File: src/rtl/axi_burst_tester_if.sv
// AXI write/read channel bundle between the burst tester (master) and a memory slave.
interface axi_burst_tester_if;
  logic [31:0]  AWADDR;
  logic [3:0]   AWID;
  logic [7:0]   AWLEN;
  logic         AWVALID;
  logic         AWREADY;
  logic [3:0]   WID;
  logic [511:0] WDATA;
  logic [63:0]  WSTRB;
  logic         WLAST;
  logic         WVALID;
  logic         WREADY;
  logic [3:0]   BID;
  logic [1:0]   BRESP;
  logic         BVALID;
  logic         BREADY;
  logic [31:0]  ARADDR;
  logic [3:0]   ARID;
  logic [7:0]   ARLEN;
  logic         ARVALID;
  logic         ARREADY;
  logic [3:0]   RID;
  logic [511:0] RDATA;
  logic [1:0]   RRESP;
  logic         RLAST;
  logic         RVALID;
  logic         RREADY;

  modport master (
    output AWADDR, AWID, AWLEN, AWVALID, input AWREADY,
    output WID, WDATA, WSTRB, WLAST, WVALID, input WREADY,
    input  BID, BRESP, BVALID, output BREADY,
    output ARADDR, ARID, ARLEN, ARVALID, input ARREADY,
    input  RID, RDATA, RRESP, RLAST, RVALID, output RREADY
  );

  modport slave (
    input  AWADDR, AWID, AWLEN, AWVALID, output AWREADY,
    input  WID, WDATA, WSTRB, WLAST, WVALID, output WREADY,
    output BID, BRESP, BVALID, input BREADY,
    input  ARADDR, ARID, ARLEN, ARVALID, output ARREADY,
    output RID, RDATA, RRESP, RLAST, RVALID, input RREADY
  );
endinterface

File: src/rtl/axi_burst_tester.sv
// AXI burst memory tester: writes an address-derived pattern burst by burst,
// reads each burst straight back and counts data / response / framing errors.
module axi_burst_tester #(
  parameter logic [3:0]  TID  = 4'h1,
  parameter logic [31:0] SEED = 32'h0000_0000
) (
  input  logic        clk,
  input  logic        reset,
  input  logic        start,
  input  logic [31:0] base_addr,
  input  logic [15:0] num_bursts,
  input  logic [7:0]  burst_len,
  output logic        busy,
  output logic        done,
  output logic        pass,
  output logic [15:0] err_count,
  output logic        resp_err,
  axi_burst_tester_if.master axi
);

  typedef enum logic [2:0] {S_IDLE, S_AW, S_W, S_B, S_AR, S_R, S_NEXT, S_DONE} state_e;

  state_e       state_q, state_d;
  logic [31:0]  addr_q, addr_d;     // address of the current burst
  logic [15:0]  nb_q, nb_d;
  logic [7:0]   len_q, len_d;
  logic [15:0]  idx_q, idx_d;
  logic [7:0]   beat_q, beat_d;
  logic [15:0]  err_q, err_d;
  logic         rerr_q, rerr_d;
  logic         err_hit, rerr_hit;

  logic [31:0]  beat_addr;
  logic [31:0]  pat_word;
  logic [511:0] pattern;
  logic [31:0]  burst_bytes;
  logic [16:0]  idx_inc;
  logic [5:0]   unused_base;

  // Low address bits are discarded: bursts are always 64-byte aligned.
  assign unused_base = base_addr[5:0];

  // Pattern for the current beat; same expression serves W drive and R compare.
  assign beat_addr   = addr_q + {18'd0, beat_q, 6'd0};
  assign pat_word    = beat_addr ^ SEED;
  assign pattern     = {16{pat_word}};
  assign burst_bytes = ({24'd0, len_q} + 32'd1) << 6;
  assign idx_inc     = {1'b0, idx_q} + 17'd1;

  // All AXI outputs decode from registered state only.
  assign axi.AWADDR  = addr_q;
  assign axi.AWID    = TID;
  assign axi.AWLEN   = len_q;
  assign axi.AWVALID = (state_q == S_AW);
  assign axi.WID     = TID;
  assign axi.WDATA   = pattern;
  assign axi.WSTRB   = {64{state_q == S_W}};
  assign axi.WLAST   = (state_q == S_W) && (beat_q == len_q);
  assign axi.WVALID  = (state_q == S_W);
  assign axi.BREADY  = (state_q == S_B);
  assign axi.ARADDR  = addr_q;
  assign axi.ARID    = TID;
  assign axi.ARLEN   = len_q;
  assign axi.ARVALID = (state_q == S_AR);
  assign axi.RREADY  = (state_q == S_R);

  assign busy      = (state_q != S_IDLE) && (state_q != S_DONE);
  assign done      = (state_q == S_DONE);
  assign pass      = done && (err_q == 16'd0) && !rerr_q;
  assign err_count = err_q;
  assign resp_err  = rerr_q;

  // State and datapath registers, cleared asynchronously.
  always_ff @(posedge clk or posedge reset) begin
    if (reset) begin
      state_q <= S_IDLE;
      addr_q  <= '0;
      nb_q    <= '0;
      len_q   <= '0;
      idx_q   <= '0;
      beat_q  <= '0;
      err_q   <= '0;
      rerr_q  <= 1'b0;
    end else begin
      state_q <= state_d;
      addr_q  <= addr_d;
      nb_q    <= nb_d;
      len_q   <= len_d;
      idx_q   <= idx_d;
      beat_q  <= beat_d;
      err_q   <= err_d;
      rerr_q  <= rerr_d;
    end
  end

  // Next-state and error accounting; at most one error is charged per beat.
  always_comb begin
    state_d  = state_q;
    addr_d   = addr_q;
    nb_d     = nb_q;
    len_d    = len_q;
    idx_d    = idx_q;
    beat_d   = beat_q;
    err_d    = err_q;
    rerr_d   = rerr_q;
    err_hit  = 1'b0;
    rerr_hit = 1'b0;
    case (state_q)
      S_IDLE, S_DONE: begin
        if (start) begin
          addr_d  = {base_addr[31:6], 6'd0};
          nb_d    = num_bursts;
          len_d   = burst_len;
          idx_d   = '0;
          beat_d  = '0;
          err_d   = '0;
          rerr_d  = 1'b0;
          state_d = (num_bursts == 16'd0) ? S_DONE : S_AW;
        end
      end
      S_AW: begin
        if (axi.AWREADY) begin
          beat_d  = '0;
          state_d = S_W;
        end
      end
      S_W: begin
        if (axi.WREADY) begin
          beat_d = beat_q + 8'd1;
          if (beat_q == len_q) state_d = S_B;
        end
      end
      S_B: begin
        if (axi.BVALID) begin
          if (axi.BRESP != 2'b00 || axi.BID != TID) begin
            err_hit  = 1'b1;
            rerr_hit = 1'b1;
          end
          state_d = S_AR;
        end
      end
      S_AR: begin
        if (axi.ARREADY) begin
          beat_d  = '0;
          state_d = S_R;
        end
      end
      S_R: begin
        if (axi.RVALID) begin
          if (axi.RRESP != 2'b00 || axi.RID != TID) begin
            err_hit  = 1'b1;
            rerr_hit = 1'b1;
          end
          if (axi.RDATA != pattern) err_hit = 1'b1;
          // Missing RLAST on the final beat, or RLAST arriving early.
          if (beat_q == len_q && !axi.RLAST) err_hit = 1'b1;
          if (beat_q <  len_q &&  axi.RLAST) err_hit = 1'b1;
          beat_d = beat_q + 8'd1;
          if (axi.RLAST) state_d = S_NEXT;
        end
      end
      S_NEXT: begin
        idx_d   = idx_inc[15:0];
        addr_d  = addr_q + burst_bytes;
        state_d = (idx_inc < {1'b0, nb_q}) ? S_AW : S_DONE;
      end
      default: state_d = S_IDLE;
    endcase
    if (err_hit && err_q != 16'hFFFF) err_d = err_q + 16'd1;
    if (rerr_hit) rerr_d = 1'b1;
  end

endmodule
File: src/flat_wrapper.sv
// flat-port wrapper written by rule: the top's interface ports become plain ports
module axi_burst_tester_flat 
#(
  parameter logic [3:0]  TID  = 4'h1,
  parameter logic [31:0] SEED = 32'h0000_0000
)
  (clk, reset, start, base_addr, num_bursts, burst_len, busy, done, pass, err_count, resp_err, axi_AWADDR, axi_AWID, axi_AWLEN, axi_AWVALID, axi_AWREADY, axi_WID, axi_WDATA, axi_WSTRB, axi_WLAST, axi_WVALID, axi_WREADY, axi_BID, axi_BRESP, axi_BVALID, axi_BREADY, axi_ARADDR, axi_ARID, axi_ARLEN, axi_ARVALID, axi_ARREADY, axi_RID, axi_RDATA, axi_RRESP, axi_RLAST, axi_RVALID, axi_RREADY);
  axi_burst_tester_if axi_i ();
  input  logic clk;
  input  logic reset;
  input  logic start;
  input  logic [31:0] base_addr;
  input  logic [15:0] num_bursts;
  input  logic [7:0] burst_len;
  output logic busy;
  output logic done;
  output logic pass;
  output logic [15:0] err_count;
  output logic resp_err;
  output wire logic [$bits(axi_i.AWADDR)-1:0] axi_AWADDR;
  output wire logic [$bits(axi_i.AWID)-1:0] axi_AWID;
  output wire logic [$bits(axi_i.AWLEN)-1:0] axi_AWLEN;
  output wire logic [$bits(axi_i.AWVALID)-1:0] axi_AWVALID;
  input wire logic [$bits(axi_i.AWREADY)-1:0] axi_AWREADY;
  output wire logic [$bits(axi_i.WID)-1:0] axi_WID;
  output wire logic [$bits(axi_i.WDATA)-1:0] axi_WDATA;
  output wire logic [$bits(axi_i.WSTRB)-1:0] axi_WSTRB;
  output wire logic [$bits(axi_i.WLAST)-1:0] axi_WLAST;
  output wire logic [$bits(axi_i.WVALID)-1:0] axi_WVALID;
  input wire logic [$bits(axi_i.WREADY)-1:0] axi_WREADY;
  input wire logic [$bits(axi_i.BID)-1:0] axi_BID;
  input wire logic [$bits(axi_i.BRESP)-1:0] axi_BRESP;
  input wire logic [$bits(axi_i.BVALID)-1:0] axi_BVALID;
  output wire logic [$bits(axi_i.BREADY)-1:0] axi_BREADY;
  output wire logic [$bits(axi_i.ARADDR)-1:0] axi_ARADDR;
  output wire logic [$bits(axi_i.ARID)-1:0] axi_ARID;
  output wire logic [$bits(axi_i.ARLEN)-1:0] axi_ARLEN;
  output wire logic [$bits(axi_i.ARVALID)-1:0] axi_ARVALID;
  input wire logic [$bits(axi_i.ARREADY)-1:0] axi_ARREADY;
  input wire logic [$bits(axi_i.RID)-1:0] axi_RID;
  input wire logic [$bits(axi_i.RDATA)-1:0] axi_RDATA;
  input wire logic [$bits(axi_i.RRESP)-1:0] axi_RRESP;
  input wire logic [$bits(axi_i.RLAST)-1:0] axi_RLAST;
  input wire logic [$bits(axi_i.RVALID)-1:0] axi_RVALID;
  output wire logic [$bits(axi_i.RREADY)-1:0] axi_RREADY;
  assign axi_AWADDR = axi_i.AWADDR;
  assign axi_AWID = axi_i.AWID;
  assign axi_AWLEN = axi_i.AWLEN;
  assign axi_AWVALID = axi_i.AWVALID;
  assign axi_i.AWREADY = axi_AWREADY;
  assign axi_WID = axi_i.WID;
  assign axi_WDATA = axi_i.WDATA;
  assign axi_WSTRB = axi_i.WSTRB;
  assign axi_WLAST = axi_i.WLAST;
  assign axi_WVALID = axi_i.WVALID;
  assign axi_i.WREADY = axi_WREADY;
  assign axi_i.BID = axi_BID;
  assign axi_i.BRESP = axi_BRESP;
  assign axi_i.BVALID = axi_BVALID;
  assign axi_BREADY = axi_i.BREADY;
  assign axi_ARADDR = axi_i.ARADDR;
  assign axi_ARID = axi_i.ARID;
  assign axi_ARLEN = axi_i.ARLEN;
  assign axi_ARVALID = axi_i.ARVALID;
  assign axi_i.ARREADY = axi_ARREADY;
  assign axi_i.RID = axi_RID;
  assign axi_i.RDATA = axi_RDATA;
  assign axi_i.RRESP = axi_RRESP;
  assign axi_i.RLAST = axi_RLAST;
  assign axi_i.RVALID = axi_RVALID;
  assign axi_RREADY = axi_i.RREADY;
  axi_burst_tester #(.TID(TID), .SEED(SEED)) u_core (.clk(clk), .reset(reset), .start(start), .base_addr(base_addr), .num_bursts(num_bursts), .burst_len(burst_len), .busy(busy), .done(done), .pass(pass), .err_count(err_count), .resp_err(resp_err), .axi(axi_i));
endmodule
File: config.mk
export PLATFORM = sky130hd
export DESIGN_NAME = axi_burst_tester_flat
export DESIGN_NICKNAME = d
export VERILOG_FILES = /design/src/rtl/axi_burst_tester_if.sv /design/src/rtl/axi_burst_tester.sv /design/src/flat_wrapper.sv
export SDC_FILE = /design/constraint.sdc
export NUM_CORES = 1
export LEC_CHECK = 0
export BUFFER_PORTS_ARGS = -buffer_cell sky130_fd_sc_hd__buf_2
export CAP_MARGIN = 20
export CORE_AREA = 4 4 496 498
export CTS_CLUSTER_DIAMETER = 60
export DETAILED_ROUTE_END_ITERATION = 10
export DIE_AREA = 0 0 500 502
export HOLD_SLACK_MARGIN = 0.06
export PLACE_DENSITY_LB_ADDON = 0.25
export SYNTH_ARGS = -nofsm -noshare
export SYNTH_HDL_FRONTEND = slang
export SYNTH_SLANG_ARGS = --single-unit
File: constraint.sdc
create_clock -name clk -period 5.18 [get_ports clk]
set_input_delay 1.036 -clock clk [delete_from_list [all_inputs] [get_ports clk]]
set_output_delay 1.036 -clock clk [all_outputs]
set_load 0.01 [all_outputs]
==> metrics.txt, run 1 <==
number of global-route vias before repair=17422; Die ar.=251000 µm²; Seq/Total Area, Yosys=14.9%; reg2reg setup slack=0.22 ns; crit share post-route=95.8%; worst r2r src=u_core.beat_q[5]; Syn Std Cell Area=15800 µm²; Distinct cells, synth=93; Final Hold Viols=0; Congestion Overflow GR=0; Buf+Inv Stages, Crit Path=3; hold path cells=2; Worst-Skew Late Latency=0.39 ns; initial drt markers=995; crit-path cells=ha_1, a21o_1, a211o_1, o21a_1, xnor2_4, nor4b_1, o2111ai_1, buf_4, nor4_1, and4_1, and4_4, buf_12, buf_6, or4_1, o221ai_2; DRC viols=0; drt wl/cell=22.2 µm; register bit count reported by yosys=94; I/O Buffers=1156; crit-path max cell delay=0.74 ns; Final setup viols=0; worst hold slack=0.490 ns; Reg2Reg Depth=15; DR pass1 iterations=5; clock sink count=94; slew margin rel.=27.9%; Crit path arrival time=5.22 ns; Avg Cell Area, Syn=7.31 µm²; Slew Viols, Final=0; DRT antenna net count=0; Leak=10.3 nW; Max Clock Freq=202 MHz; worst slew pin tran=1.07 ns; Crit Path Max Fanout=12; area grow syn2layout=47.0%; Yosys warning total=0; GRT Util Overall=10.2%; GP Congestion=0.846; CTS Hold Buffers Added=0; min Tclk post-route=4.96 ns; CTS Buffer Depth=2; Syn Inst Count=2159; CP Depth=15; status=finished clean; Setup crit start=u_core.beat_q[5]; initial antenna violation count=109; Reg-to-Reg End=u_core.err_count[15]; ys flop type=dfrtp_1; Hold Path Class=register to register; cell area after layout=23200 µm²; Slowest cell on crit path=nor4b_1; Pwr per Cell Area=491 nW/µm²; Post-synth ARST share=100%; most common cell after layout, fill and taps aside=buf_2; global-route wire length before repair=171 mm; crit-path leading delay family=simple AND/OR/NAND/NOR gates; # IOs=1283; layout cells sized above 1=48.2%; Via density=3.04; initial core utilization=6.52%; number of enable flip-flop cells after synthesis=0; die height=502 µm; Clock Skews=0.0136 ns; CTS Root Buffer Type=clkbuf_16; hpwl dp=123 mm; H-tree depth=3; Cell Rows=181; final core occ=9.58%; setup TNS=0 ns; largest net degree at the start of global routing=69; placed cell areas=22600 µm²; # fillers=28408; area of the core=242000 µm²; WS Path Type=register to register; final WL=137 mm; Req. time, crit path=5.43 ns; CTS tree=yes; Via Count=18866; CP Capture Type=register; maxcap violations=0; fin nets=3582; CP Capture Point=u_core.err_count[15]; CTS buffer count=9; commonest cells after routing, fill and taps aside=buf_2, nand2_1, buf_4, nor2_1, conb_1; Die W=500 µm; Setup crit start kind=register; VDD IR-drop max=0.000244 V; clock slew at reported path FFs=0.09 ns
synthesized netlist by cell type (all sizes together) (29+ instances only):
cell | count | area, µm²
nand4 | 78 | 503
nor4 | 92 | 576
o21ai | 109 | 583
nor2 | 137 | 524
dfrtp | 94 | 2350
nor3 | 70 | 360
a21oi | 50 | 250
clkbuf | 37 | 140
mux2i | 29 | 290
buf | 629 | 4690
and3 | 35 | 219
or4 | 30 | 229
xnor2 | 32 | 310
nand3 | 66 | 330
inv | 69 | 259
nand2 | 212 | 796
ha | 45 | 563
worst reg2reg max path, cell delays in order, from the launching register on:
cell	delay (ns)
dfrtp_1	0.46
ha_1	0.43
a21o_1	0.25
a211o_1	0.39
o21a_1	0.30
xnor2_4	0.46
nor4b_1	0.76
o2111ai_1	0.26
buf_4	0.22
nor4_1	0.20
and4_1	0.22
and4_4	0.33
buf_12	0.16
buf_6	0.17
or4_1	0.14
o221ai_2	0.08
sequential cells by signal, summed over array words and instances (netlist names):
signal             count
u_core.resp_err        1
u_core.beat_q          8
u_core.err_count      16
u_core.axi.ARLEN       8
u_core.axi.ARADDR     26
u_core.idx_q          16
u_core.state_q         3
u_core.nb_q           16
repair_timing:
action                     in CTS  in global routing
setup endpoints to repair      16                 16
setup buffers                   4                  1
resized for setup              11                 10
pin swaps                       2                  2
kinds of logic after synthesis:
family                     count (synthesis)  share of synthesized area (%)
adders and majority gates                 47                           3.82
other                                      2                         0.0476
xor gates and xnor gates                  59                           3.56
muxes                                     34                           2.20
buffers and inverters                    736                           32.3
and+or+nand+nor                          823                           27.2
AOI/OAI and AO/OA                        364                           16.0
DFF                                       94                           14.9
per-stage QoR:
step | cells | worst slack (ns) | power (mW)
finish | 6206 | 0.217 | 11.4
detailed placement | 6131 | -0.621 | 10.9
global route | 6174 | -0.0113 | 12.4
global placement | 6131 | -0.628 | 10.9
floorplan | 2277 | 1.03 | 8.09
CTS | 6151 | 0.00424 | 11.8
where the power goes:
part	switching, mW	leakage, nW	internal (mW)	total, mW
registers	0.298	1.19	0.984	1.28
clock network	0.388	0.148	0.344	0.731
logic	6.11	8.93	3.26	9.36
total	6.79	10.3	4.58	11.4
how the worst min path moves through the flow:
stage / startpoint / endpoint / slack [ns]
3_3_place_gp: u_core.nb_q[0] / u_core.nb_q[0] / 0.47
5_1_grt: u_core.nb_q[0] / u_core.nb_q[0] / 0.55
2_1_floorplan: u_core.nb_q[0] / u_core.nb_q[0] / 0.44
4_1_cts: u_core.nb_q[0] / u_core.nb_q[0] / 0.50
6_report: u_core.nb_q[0] / u_core.nb_q[0] / 0.49
3_5_place_dp: u_core.nb_q[0] / u_core.nb_q[0] / 0.48
layer usage:
layer  GRT usage, %  vias to the layer above  share of wire [%]
met5              0                        -               0.18
met4           3.24                       36                3.2
met3           2.55                      175                7.5
met2           17.5                     1043                 48
met1           12.5                     8944                 41
li1               -                     8668                  -
area by class of cell:
type / instances / area (µm²) / area share (%)
antenna: 53 / 133 / 0.572
clock buffer: 9 / 225 / 0.971
clock inverter: 7 / 73.8 / 0.318
inverter: 70 / 265 / 1.14
multi-input combinational: 1447 / 9050 / 39.0
sequential: 94 / 2350 / 10.1
tap: 3202 / 4010 / 17.3
timing repair buffer: 1324 / 7090 / 30.6
(Power assumes the default switching activity.)
==> run 2: changes to the inputs <==
--- a/config.mk
+++ b/config.mk
@@ -7,10 +7,10 @@
 export LEC_CHECK = 0
 export BUFFER_PORTS_ARGS = -buffer_cell sky130_fd_sc_hd__buf_2
 export CAP_MARGIN = 20
-export CORE_AREA = 4 4 496 498
+export CORE_AREA = 2 2 494 496
 export CTS_CLUSTER_DIAMETER = 60
 export DETAILED_ROUTE_END_ITERATION = 10
-export DIE_AREA = 0 0 500 502
+export DIE_AREA = 0 0 496 498
 export HOLD_SLACK_MARGIN = 0.06
 export PLACE_DENSITY_LB_ADDON = 0.25
 export SYNTH_ARGS = -nofsm -noshare
==> run 2 against run 1 <==
  * Clock power is 2% lower
  * Worst setup slack improved by 0.12 ns
  * Via count down 0.40%
  * Sequential share of layout area hardly changed
==> metrics.txt, run 2 (synthesized netlist as in run 1, its figures left out) <==
status=finished clean; CP Capture Type=register; Congestion Overflow GR=0; H-tree depth=3; Reg-to-Reg End=u_core.err_count[15]; fin nets=3574; Largest register FFs=26; Via density=3.03; I/O Buffers=1156; CTS Buffer Depth=2; placed cell areas=22500 µm²; hpwl dp=121 mm; crit share post-route=93.6%; # fillers=28493; Clock Skews=0.0117 ns; DR pass1 iterations=5; pre-CTS setup slack=-0.551 ns; clock slew at reported path FFs=0.08 ns; # IOs=1283; Reg2Reg Depth=18; worst r2r src=u_core.axi.ARADDR[6]; met2 usage=18.1%; Slew Viols, Final=0; clock sink count=94; DP Cell Count=6121; Final Non-Filler Cells=6192; layout cells sized above 1=48.1%; worst slew pin tran=1.14 ns; final WL=135 mm; GRT busiest layer=met2; Worst-Skew Late Latency=0.40 ns; met1 Use GR=12.0%; CTS Root Buffer Type=clkbuf_16; Cell Rows=181; area of the core=242000 µm²; reg2reg setup slack=0.33 ns; min Tclk post-route=4.85 ns; Setup crit start kind=register; initial antenna violation count=106; initial drt markers=1121; Req. time, crit path=5.43 ns; met3 Usage GRT=2.94%; Final setup viols=0; die height=498 µm; Crit Path Max Fanout=12; Crit path arrival time=5.10 ns; Hold EP=u_core.nb_q[0]; slew margin rel.=23.4%; commonest cells after routing, fill and taps aside=buf_2, nand2_1, buf_4, nor2_1, conb_1; cell area after layout=23200 µm²; number of global-route vias before repair=16899; Final Hold Viols=0; VDD IR-drop max=0.000225 V; CTS buffer count=9; Leak=10.2 nW; hold path cells=2; most common cell after layout, fill and taps aside=buf_2; CTS tree=yes; Multi-input gate area=9060 µm²; largest net degree at the start of global routing=69; Hold Path Class=register to register; Via Count=18790; Die ar.=247000 µm²; maxcap violations=0; DRC viols=0; Worst Min Path Start=u_core.nb_q[0]; worst hold slack=0.479 ns; Die W=496 µm; Pwr per Cell Area=486 nW/µm²; Worst Setup Slack, final=0.333 ns; DRT antenna net count=0; GP Congestion=0.857; global-route wire length before repair=168 mm; area grow syn2layout=46.8%; Reg area=2350 µm²; initial core utilization=6.53%; overall power=11.3 mW; GRT Util Overall=10.3%; Max Clock Freq=206 MHz; WS Path Type=register to register; drt wl/cell=21.8 µm
-- run 2: changes by cell type in the layout (fill, tap and decap cells not counted), moves of 2 or more --
| cell | previous run | this run |
|---|---|---|
| buf_4 | 162 | 152 |
| diode_2 | 53 | 47 |
| a2111oi_2 | 4 | 2 |
| inv_6 | 3 | 1 |
| xnor2_2 | 5 | 7 |
| xnor2_4 | 4 | 2 |
-- run 2: cell type report --
class	instances	share of cell area, %
timing repair buffer	1316	30.5
sequential	94	10.2
multi-input combinational	1447	39.1
inverter	70	1.14
clock buffer	9	0.972
clock inverter	7	0.346
antenna	47	0.508
tap	3202	17.3
-- run 2: worst max-delay path by stage --
stage	startpoint	endpoint	cells past startpoint
after floorplan	u_core.axi.ARADDR[6]	u_core.err_count[15]	17
after global placement	axi_RDATA[43]	u_core.err_count[1]	13
after global routing	u_core.axi.ARADDR[6]	u_core.err_count[15]	18
final	u_core.axi.ARADDR[6]	u_core.err_count[15]	18
after detailed placement	axi_RDATA[43]	u_core.err_count[8]	13
after CTS	u_core.axi.ARADDR[6]	u_core.err_count[15]	18
-- run 2: stage by stage --
stage          TNS (ns)  utilization, %
6_report              0            9.58
5_1_grt        -0.00146            9.55
4_1_cts               0            9.47
3_5_place_dp      -7.69            9.31
3_3_place_gp      -9.55            9.31
2_1_floorplan         0               -
-- run 2: timing repair --
item                       CTS  global route
gates cloned                 0             0
gates resized for setup     11            12
setup endpoints to repair   16            16
hold buffers                 0             0
buffers inserted             4             1
pin swaps                    3             5
-- run 2: worst max-delay path: stages (launching register included) --
cell	delay, ns
dfrtp_1	0.37
ha_2	0.20
inv_1	0.06
fa_2	0.61
inv_2	0.11
nor4_2	0.28
a31oi_1	0.07
or4_4	0.54
or4_4	0.57
buf_4	0.20
a2111oi_4	0.41
buf_4	0.19
nand4_1	0.12
nor3_2	0.15
and4_4	0.30
buf_12	0.16
buf_12	0.14
or4_1	0.12
o221ai_2	0.07
-- run 2: per-layer routing --
| metal | wire [µm] | share of wire, % |
|---|---|---|
| met5 | 311 | 0.23 |
| met3 | 10700 | 7.9 |
| met1 | 53400 | 40 |
| met4 | 4210 | 3.1 |
| met2 | 66400 | 49 |
-- run 2: power breakdown --
part / total, mW / switching [mW] / internal, mW
clock network: 0.719 / 0.376 / 0.344
registers: 1.32 / 0.331 / 0.984
logic: 9.22 / 6.00 / 3.22
